--- src/rtl/bcd_seg_pkg.sv ---
`default_nettype none
// ============================================================================
// Module   : bcd_seg_pkg
// Brief    : Shared types and constants for the BCD seven-segment display:
//            conversion FSM states, active-low segment patterns and the
//            BCD accumulator sizing function.
//            Related build macro: BCD_SEG_LEADING_ZERO_BLANK_EN (used by
//            bcd_seg_display).
// Revision : 1.0 - initial release
// ============================================================================
package bcd_seg_pkg;

  typedef enum logic [1:0] {
    IDLE   = 2'd0,
    SHIFT  = 2'd1,
    FINISH = 2'd2
  } state_t;

  // Active-low segment patterns, bit 0 = segment a ... bit 6 = segment g
  localparam logic [6:0] c_SEG_0     = 7'b100_0000;
  localparam logic [6:0] c_SEG_1     = 7'b111_1001;
  localparam logic [6:0] c_SEG_2     = 7'b010_0100;
  localparam logic [6:0] c_SEG_3     = 7'b011_0000;
  localparam logic [6:0] c_SEG_4     = 7'b001_1001;
  localparam logic [6:0] c_SEG_5     = 7'b001_0010;
  localparam logic [6:0] c_SEG_6     = 7'b000_0010;
  localparam logic [6:0] c_SEG_7     = 7'b111_1000;
  localparam logic [6:0] c_SEG_8     = 7'b000_0000;
  localparam logic [6:0] c_SEG_9     = 7'b001_0000;
  localparam logic [6:0] c_SEG_DASH  = 7'b011_1111;
  localparam logic [6:0] c_SEG_BLANK = 7'b111_1111;

  // Number of BCD nibbles needed for a WIDTH-bit value: ceil(width*log10(2)),
  // evaluated with integer arithmetic, never fewer than the displayed digits.
  function automatic int bcd_nibbles(input int width, input int digits);
    int n;
    n = (width * 30103 + 99999) / 100000;
    return (n < digits) ? digits : n;
  endfunction

endpackage
`default_nettype wire

--- src/rtl/seg7_decode.sv ---
`default_nettype none
// ============================================================================
// Module   : seg7_decode
// Brief    : Combinational nibble to active-low seven-segment decoder.
//            Dash overrides blank; blank overrides the digit; values above 9
//            are shown blank.
// Revision : 1.0 - initial release
// ============================================================================
module seg7_decode
  import bcd_seg_pkg::*;
(
  input  logic [3:0] i_nib,
  input  logic       i_blank,
  input  logic       i_dash,
  output logic [6:0] o_seg
);

  // Select the segment pattern for the current digit
  always_comb begin
    o_seg = c_SEG_BLANK;
    if (i_dash) begin
      o_seg = c_SEG_DASH;
    end else if (!i_blank) begin
      case (i_nib)
        4'd0:    o_seg = c_SEG_0;
        4'd1:    o_seg = c_SEG_1;
        4'd2:    o_seg = c_SEG_2;
        4'd3:    o_seg = c_SEG_3;
        4'd4:    o_seg = c_SEG_4;
        4'd5:    o_seg = c_SEG_5;
        4'd6:    o_seg = c_SEG_6;
        4'd7:    o_seg = c_SEG_7;
        4'd8:    o_seg = c_SEG_8;
        4'd9:    o_seg = c_SEG_9;
        default: o_seg = c_SEG_BLANK;
      endcase
    end
  end

endmodule
`default_nettype wire

--- src/rtl/bcd_seg_display.sv ---
`default_nettype none
// ============================================================================
// Module   : bcd_seg_display
// Brief    : Sequential double-dabble binary-to-BCD converter feeding a
//            multiplexed, active-low seven-segment display.
//            Build macro BCD_SEG_LEADING_ZERO_BLANK_EN: blank leading zero
//            digits (digit 0 always shown, overflow dash still wins).
// Revision : 1.0 - initial release
// ============================================================================
module bcd_seg_display
  import bcd_seg_pkg::*;
#(
  parameter int WIDTH        = 8,
  parameter int DIGITS       = 4,
  parameter int REFRESH_BITS = 16
) (
  input  logic              CLK,
  input  logic              RST,
  input  logic [WIDTH-1:0]  VALUE,
  input  logic              LOAD,
  output logic              BUSY,
  output logic              DONE,
  output logic              OVF,
  output logic [DIGITS-1:0] AN,
  output logic [6:0]        seg
);

  localparam int c_NIB   = bcd_nibbles(WIDTH, DIGITS);
  localparam int c_CNT_W = $clog2(WIDTH + 1);
  localparam int c_DIG_W = (DIGITS > 1) ? $clog2(DIGITS) : 1;
  localparam logic [c_CNT_W-1:0] c_LAST_SHIFT = c_CNT_W'(WIDTH - 1);
  localparam logic [c_DIG_W-1:0] c_LAST_DIG   = c_DIG_W'(DIGITS - 1);

  state_t                  r_state;
  logic [WIDTH-1:0]        r_shift;
  logic [4*c_NIB-1:0]      r_bcd;
  logic [c_CNT_W-1:0]      r_cnt;
  logic [4*DIGITS-1:0]     r_disp;
  logic                    r_busy;
  logic                    r_done;
  logic                    r_ovf;
  logic [REFRESH_BITS-1:0] r_pre;
  logic [c_DIG_W-1:0]      r_dig;

  logic [4*c_NIB-1:0]      w_bcd_adj;
  logic [4*c_NIB-1:0]      w_bcd_next;
  logic                    w_carry_out;
  logic                    w_ovf_next;
  logic [3:0]              w_nib;
  logic                    w_blank;

  // Add-3 correction on every nibble before the shift
  generate
    for (genvar gi = 0; gi < c_NIB; gi++) begin : g_adj
      assign w_bcd_adj[4*gi +: 4] = (r_bcd[4*gi +: 4] > 4'd4) ?
                                    (r_bcd[4*gi +: 4] + 4'd3) : r_bcd[4*gi +: 4];
    end
  endgenerate

  // One-bit left shift of the corrected accumulator, MSB of the binary in.
  // The bit shifted out of the top nibble would be a lost digit, so it is
  // folded into the overflow flag (it stays zero with correct sizing).
  assign w_bcd_next  = {w_bcd_adj[4*c_NIB-2:0], r_shift[WIDTH-1]};
  assign w_carry_out = w_bcd_adj[4*c_NIB-1];

  generate
    if (c_NIB > DIGITS) begin : g_ovf
      assign w_ovf_next = w_carry_out | (|w_bcd_next[4*c_NIB-1:4*DIGITS]);
    end else begin : g_no_ovf
      assign w_ovf_next = w_carry_out;
    end
  endgenerate

  // Conversion FSM; display, OVF and DONE land together on entry to FINISH
  // so the DONE pulse coincides with the first cycle the new value is shown
  always_ff @(posedge CLK) begin
    if (RST) begin
      r_state <= IDLE;
      r_shift <= '0;
      r_bcd   <= '0;
      r_cnt   <= '0;
      r_disp  <= '0;
      r_busy  <= 1'b0;
      r_done  <= 1'b0;
      r_ovf   <= 1'b0;
    end else begin
      case (r_state)
        IDLE: begin
          r_done <= 1'b0;
          if (LOAD) begin
            r_shift <= VALUE;
            r_bcd   <= '0;
            r_cnt   <= '0;
            r_busy  <= 1'b1;
            r_state <= SHIFT;
          end
        end
        SHIFT: begin
          r_bcd   <= w_bcd_next;
          r_shift <= {r_shift[WIDTH-2:0], 1'b0};
          r_cnt   <= r_cnt + c_CNT_W'(1);
          if (r_cnt == c_LAST_SHIFT) begin
            r_disp  <= w_bcd_next[4*DIGITS-1:0];
            r_ovf   <= w_ovf_next;
            r_done  <= 1'b1;
            r_state <= FINISH;
          end
        end
        FINISH: begin
          r_done  <= 1'b0;
          r_busy  <= 1'b0;
          r_state <= IDLE;
        end
        default: begin
          r_done  <= 1'b0;
          r_busy  <= 1'b0;
          r_state <= IDLE;
        end
      endcase
    end
  end

  // Refresh prescaler and digit index; index wraps at DIGITS-1
  always_ff @(posedge CLK) begin
    if (RST) begin
      r_pre <= '0;
      r_dig <= '0;
    end else begin
      r_pre <= r_pre + REFRESH_BITS'(1);
      if (&r_pre) begin
        r_dig <= (r_dig == c_LAST_DIG) ? '0 : (r_dig + c_DIG_W'(1));
      end
    end
  end

  // Select the displayed nibble for the current digit
  always_comb begin
    w_nib = 4'd0;
    for (int i = 0; i < DIGITS; i++) begin
      if (r_dig == c_DIG_W'(i)) w_nib = r_disp[4*i +: 4];
    end
  end

`ifdef BCD_SEG_LEADING_ZERO_BLANK_EN
  // Blank the current digit when it and every digit above it are zero
  always_comb begin
    logic w_upper_zero;
    w_blank      = 1'b0;
    w_upper_zero = 1'b1;
    for (int i = DIGITS - 1; i > 0; i--) begin
      w_upper_zero = w_upper_zero && (r_disp[4*i +: 4] == 4'd0);
      if ((r_dig == c_DIG_W'(i)) && w_upper_zero) w_blank = 1'b1;
    end
  end
`else
  assign w_blank = 1'b0;
`endif

  // Active-low anode enable for the current digit only
  always_comb begin
    AN = '1;
    for (int i = 0; i < DIGITS; i++) begin
      AN[i] = (r_dig != c_DIG_W'(i));
    end
  end

  seg7_decode u_decode (
    .i_nib   (w_nib),
    .i_blank (w_blank),
    .i_dash  (r_ovf),
    .o_seg   (seg)
  );

  assign BUSY = r_busy;
  assign DONE = r_done;
  assign OVF  = r_ovf;

endmodule
`default_nettype wire

--- config.mk ---
export PLATFORM = sky130hd
export DESIGN_NAME = bcd_seg_display
export DESIGN_NICKNAME = d
export VERILOG_FILES = /design/src/rtl/bcd_seg_pkg.sv /design/src/rtl/seg7_decode.sv /design/src/rtl/bcd_seg_display.sv
export SDC_FILE = /design/constraint.sdc
export NUM_CORES = 1
export LEC_CHECK = 0
export BUFFER_PORTS_ARGS = -buffer_cell sky130_fd_sc_hd__clkbuf_2
export CAP_MARGIN = 30
export CORE_MARGIN = 5
export CORE_UTILIZATION = 40
export DETAILED_ROUTE_END_ITERATION = 8
export HOLD_SLACK_MARGIN = 0.06
export PLACE_DENSITY = 0.66
export SYNTH_ARGS = -nofsm -noshare
export SYNTH_HDL_FRONTEND = slang
export SYNTH_SLANG_ARGS = --single-unit
export TNS_END_PERCENT = 1
--- constraint.sdc ---
create_clock -name CLK -period 2.1 [get_ports CLK]
set_input_delay 0.105 -clock CLK [delete_from_list [all_inputs] [get_ports CLK]]
set_output_delay 0.105 -clock CLK [all_outputs]
set_load 0.01 [all_outputs]
==> impl_metrics.ini, run 1 <==
[die]
ioPinCount = 25
core_um2 = 8130
die_w_um = 101
fp.dieH_um = 101
dieArea_um2 = 10200
core.rowCount = 33
start_util_pct = 40.6

[placed_design]
placed_area_um2 = 3650
io_buffers = 24
place_hpwl_mm = 5.06
gp_congestion = 0.911

[synthesis]
synth_xor_area_share_pct = 2.12
synth_fa_ha_area_share_pct = 4.92
synthArstFlopShare_pct = 0
yosysMostFrequentCell = dfxtp_1
yosys.area.top_type_share_pct = 40.6
synth_top_family_by_area = simple AND/OR/NAND/NOR gates
synth_commonest_cells = dfxtp_1 (67), nor2_1 (44), a21oi_1 (27)
syn-cell-area_um2 = 3300
synth_simple_gate_area_share_pct = 25.4
synth_nets = 415
ys.warnings.count = 0
synth_edf_count = 0
synth_top_flop_cell = dfxtp_1
yosysUniqueCellTypes = 50
synthCells = 391
ys_seq_area_share_pct = 40.6
muxShareOfSynthArea_pct = 1.33
synth_area_leaders = dfxtp_1 (41%), nor2_1 (5.0%), ha_1 (4.9%), a21oi_1 (4.1%), nand3_1 (3.2%)
synth_top_area_cell = dfxtp_1
synth-seq-cells = 67
synth_area_per_cell_um2 = 8.45
synth_compound_area_share_pct = 20.6

[worst_setup_path]
cp_common_cell = ha_4
max_stage_delay_ns = 0.40
required_ns = 2.00
end_kind = output port
arrival_ns = 2.32
critPathMaxFanout = 7
crit_type = flop to output port
crit_chain = inv_4 > ha_4 > nand3b_1 > a221oi_2 > buf_4 > ha_4 > o21ai_2 > a21o_1 > clkbuf_2
critPathSlowestCell = dfxtp_4
startpoint_type = flop

[routing]
drcViolationCount = 0
wl_mm = 7.78
drtIter0Drc = 147
vias = 2946
ant_nets = 0
dr.pass1.iters = 6
viasPerCell = 5.31
wl_per_cell_um = 14.0

[grt]
top_usage_layer = met2
grt_pass1_wl_mm = 12.6
grt_start_max_net_pins = 29
gr-usage-all-layers_pct = 15.5
grt_util_met3_pct = 4.36
use_met1_pct = 19.7
met2_usage_pct = 24.3
gr-total-overflow = 0
antenna_found_initial = 0
first_global_vias = 2690

[timing]
worst_pin_slew_ns = 0.551
report.final.slew_viol_count = 0
slew_headroom_pct = 63.1
finalHoldViolations = 0
period_share_pct = 115
min_period_ns = 2.42
fin_ws_ns = -0.321
rsz0062_at_grt = yes
finalSetupViolations = 7
fin_tns_setup_ns = -1.79
max_freq_mhz = 413
fin_worst_skew_ns = 0.00849

[cts]
clkTransAtPathRegs_ns = 0.07
clkSinkCount = 67
cts_made_buffers = 9
cts_buffer_depth = 2
cts_max_level = 3
worstSkewPairLatency_ns = 0.35
cts_tree = done
root_buffer = clkbuf_8

[run_status]
violations = negative setup slack
status = complete, but fails checks

[flow_run]
drv_cap = 0

[layout]
design_area_um2 = 4140
drive_above_1_share_pct = 22.2
syn_to_final_growth_pct = 25.5
nets = 470
n_antenna_cell = 0

[power]
p_leak_nw = 1.58
pwr_density_cell_nw_per_um2 = 583
ir_worst_vdd_v = 0.000279

[worst_hold_path]
hold_class = input port to flop
## routing by layer
metal  part of all wire [%]  vias to the layer above
li1                       -                     1539
met1                     47                     1350
met2                     46                       42
met3                    4.0                       15
met4                    2.2                        0
met5                      0                        -
## flip-flops by register name, indices dropped and copies added, names as in the netlist, 2 cells and up
register and count:
r_bcd 16, r_pre 16, r_dig 2, r_cnt 4
r_disp 16, r_shift 8, r_state 2
## layout make-up
type / count / area, µm²
inverters: 21 / 83.8
clock buffers: 11 / 151
multi-input cells: 285 / 1960
clock inverters: 4 / 26.3
repair buffers: 62 / 443
fillers: 760 / 3990
well taps: 105 / 131
flip-flops and latches: 67 / 1350
## where the power goes
group | internal, mW | leakage, nW | switching (mW)
sequential | 1.29 | 0.544 | 0.0162
clock | 0.484 | 0.0912 | 0.491
combinational | 0.0563 | 0.942 | 0.0776
## critical path: cells and delay by family (launching register included)
kind	cells	cell delay (ns)
compound gates	3	0.60
fa+ha+maj	2	0.40
buf+inv	3	0.39
flops	1	0.40
simple gates	1	0.18
## placed cells by master, fill, tap and decap left out, types with 12 or more instances in the layout
cell type / count
nor2_1: 44
a21oi_1: 26
inv_1: 17
buf_4: 25
dfxtp_1: 65
clkbuf_2: 22
nand3_1: 21
nand2_1: 23
o21ai_0: 20
nor3_1: 12
## through the flow
| stage | hold slack, ns | util (%) | worst slack [ns] | power, mW | cells |
|---|---|---|---|---|---|
| floorplan | 0.241 | - | 0.0800 | 1.42 | 391 |
| global route | 0.207 | 50.9 | -0.368 | 2.53 | 555 |
| CTS | 0.178 | 50.1 | -0.246 | 2.46 | 552 |
| global placement | 0.330 | 44.9 | 0.0125 | 1.46 | 526 |
| detailed placement | 0.334 | 44.9 | -0.0471 | 1.46 | 526 |
| finish | 0.186 | 50.9 | -0.321 | 2.42 | 555 |
## path summary, 6_finish.rpt
path	start	endpoint	slack, ns	depth (start not counted)
worst max-delay path	r_dig[1]	seg[1]	-0.32	9
worst min-delay path	RST	r_shift[2]	0.19	2
worst max register to register	r_pre[0]	r_pre[14]	0.29	5
worst min register to register	r_pre[0]	r_pre[0]	0.44	1
## cells by family after synthesis
group | after synthesis
simple gates | 161
compound gates | 99
flops | 67
buf+inv | 39
fa+ha+maj | 13
xor+xnor | 8
mux | 4
## what timing repair did
action                     4_1_cts  5_1_grt
pin swaps                       14        6
hold buffers                     9        0
setup endpoints to repair        7        7
setup buffers                    2        3
hold endpoints to repair         9        0
resized for setup               32       12
Note: power is estimated with default switching activity, not from simulation.
==> run 2: changes to the inputs <==
CELL_PAD_IN_SITES_DETAIL_PLACEMENT = 1   (was default)
CELL_PAD_IN_SITES_GLOBAL_PLACEMENT = 1   (was default)
PLACE_DENSITY = 0.81   (was 0.66)
==> impl_metrics.ini, run 2 (synthesis gave the netlist of run 1 again) <==
[run_status]
status = complete, but fails checks
violations = negative setup slack

[power]
pwr_density_cell_nw_per_um2 = 604
p_leak_nw = 1.59
ir_worst_vdd_v = 0.000396

[grt]
antenna_found_initial = 0
grt_start_max_net_pins = 42
grt_pass1_wl_mm = 15.5
gr-usage-all-layers_pct = 19.0
first_global_vias = 3231
gr-total-overflow = 0

[cts]
root_buffer = clkbuf_8
cts_buffer_depth = 2
cts_max_level = 3
clkTransAtPathRegs_ns = 0.07
cts_tree = done
clkSinkCount = 67
worstSkewPairLatency_ns = 0.34
cts_made_buffers = 9

[worst_setup_path]
worstRegToRegCells = 5
rr_startpoint = r_pre[0]
arrival_ns = 2.32
crit_path_end = seg[5]
end_kind = output port
required_ns = 2.00
cp_common_cell = ha_4
startpoint_type = flop
critPathMaxFanout = 6
r2r_end = r_pre[14]
critPathSlowestCell = nor3b_1
startpoint = r_dig[1]
max_stage_delay_ns = 0.40
rrSetupSlack_ns = 0.21
crit_type = flop to output port
crit_chain = buf_6 > ha_4 > nor3b_1 > a211oi_4 > ha_4 > or3_1 > a21o_1 > clkbuf_2

[timing]
holdWs_ns = 0.0836
fin_worst_skew_ns = 0.00685
fin_ws_ns = -0.325
finalHoldViolations = 0
period_share_pct = 115
max_freq_mhz = 412
rsz0062_at_grt = yes
worst_pin_slew_ns = 0.473
report.final.slew_viol_count = 0
min_period_ns = 2.43
finalSetupViolations = 7
slew_headroom_pct = 68.5

[placed_design]
placed_area_um2 = 3620
place_inst = 520
place_hpwl_mm = 6.01
gp_congestion = 0.844
io_buffers = 24

[layout]
nFillCells = 948
syn_to_final_growth_pct = 26.6
design_area_um2 = 4180
final_common_cell = dfxtp_1
n_antenna_cell = 0
reg.largest.list = r_bcd (16), r_disp (16), r_pre (16)
nets = 467
fin_cells = 552
drive_above_1_share_pct = 22.1
final_util_pct = 51.4
mostFrequentLayoutCells = dfxtp_1 (65), nor2_1 (44), a21oi_1 (24)

[die]
core_um2 = 8130
fp.dieH_um = 101
dieArea_um2 = 10200
start_util_pct = 40.6
die_w_um = 101
core.rowCount = 33
ioPinCount = 25

[routing]
wl_per_cell_um = 16.8
dr.pass1.iters = 4
viasPerCell = 5.56
drcViolationCount = 0
drtIter0Drc = 112
ant_nets = 0
vias = 3070
wl_mm = 9.26

[flow_run]
drv_cap = 0

[worst_hold_path]
hold_class = input port to flop
-- run 2: per-layer routing --
layer	vias up	global-route usage (%)	routed length [µm]	part of all wire, %
li1	1515	-	-	-
met1	1499	21.8	4060	44
met2	40	34.2	4750	51
met3	16	4.01	262	2.8
met4	0	7.56	179	1.9
met5	-	0	0	0
-- run 2: layout make-up --
cell class | instances | area [µm²] | share of cell area, %
inverters | 21 | 86.3 | 2.06
well taps | 105 | 131 | 3.14
clock buffers | 13 | 159 | 3.80
repair buffers | 59 | 434 | 10.4
clock inverters | 2 | 35.0 | 0.838
multi-input cells | 285 | 1990 | 47.5
flip-flops and latches | 67 | 1350 | 32.3
-- run 2: per-stage QoR --
step	setup WS (ns)	setup TNS (ns)	power, mW
after floorplan	0.0800	0	1.42
after global routing	-0.421	-2.68	2.63
after CTS	-0.258	-1.68	2.54
after global placement	0.0247	0	1.46
after detailed placement	-0.102	-0.520	1.47
final	-0.325	-1.95	2.53
-- run 2: worst min path at each step --
stage	startpoint	end	slack, ns	cells after the start
after floorplan	VALUE[0]	r_shift[0]	0.24	2
after global placement	VALUE[0]	r_shift[0]	0.34	3
after detailed placement	VALUE[0]	r_shift[0]	0.34	3
after CTS	VALUE[4]	r_shift[4]	0.06	3
after global routing	LOAD	r_state[0]	0.11	3
final	LOAD	r_state[0]	0.08	3
-- run 2: worst max-delay path: cells and delay by family, from the launching register on --
family	cells	cell delay [ns]
adder cells (fa/ha/maj)	2	0.35
AO/OA/AOI/OAI	2	0.26
flip-flops	1	0.39
buffers and inverters	2	0.24
AND/OR/NAND/NOR	2	0.74
-- run 2: report_power, final --
part | internal [mW] | leakage [nW] | switching, mW
logic | 0.0580 | 0.951 | 0.0820
clock network | 0.607 | 0.0995 | 0.473
registers | 1.29 | 0.544 | 0.0167
total | 1.96 | 1.59 | 0.571
-- run 2: timing repair --
item,CTS,global route
pin swaps,17,8
hold endpoints to repair,7,1
hold buffers,7,1
resized for setup,37,16
setup buffers,7,2
setup endpoints to repair,7,7
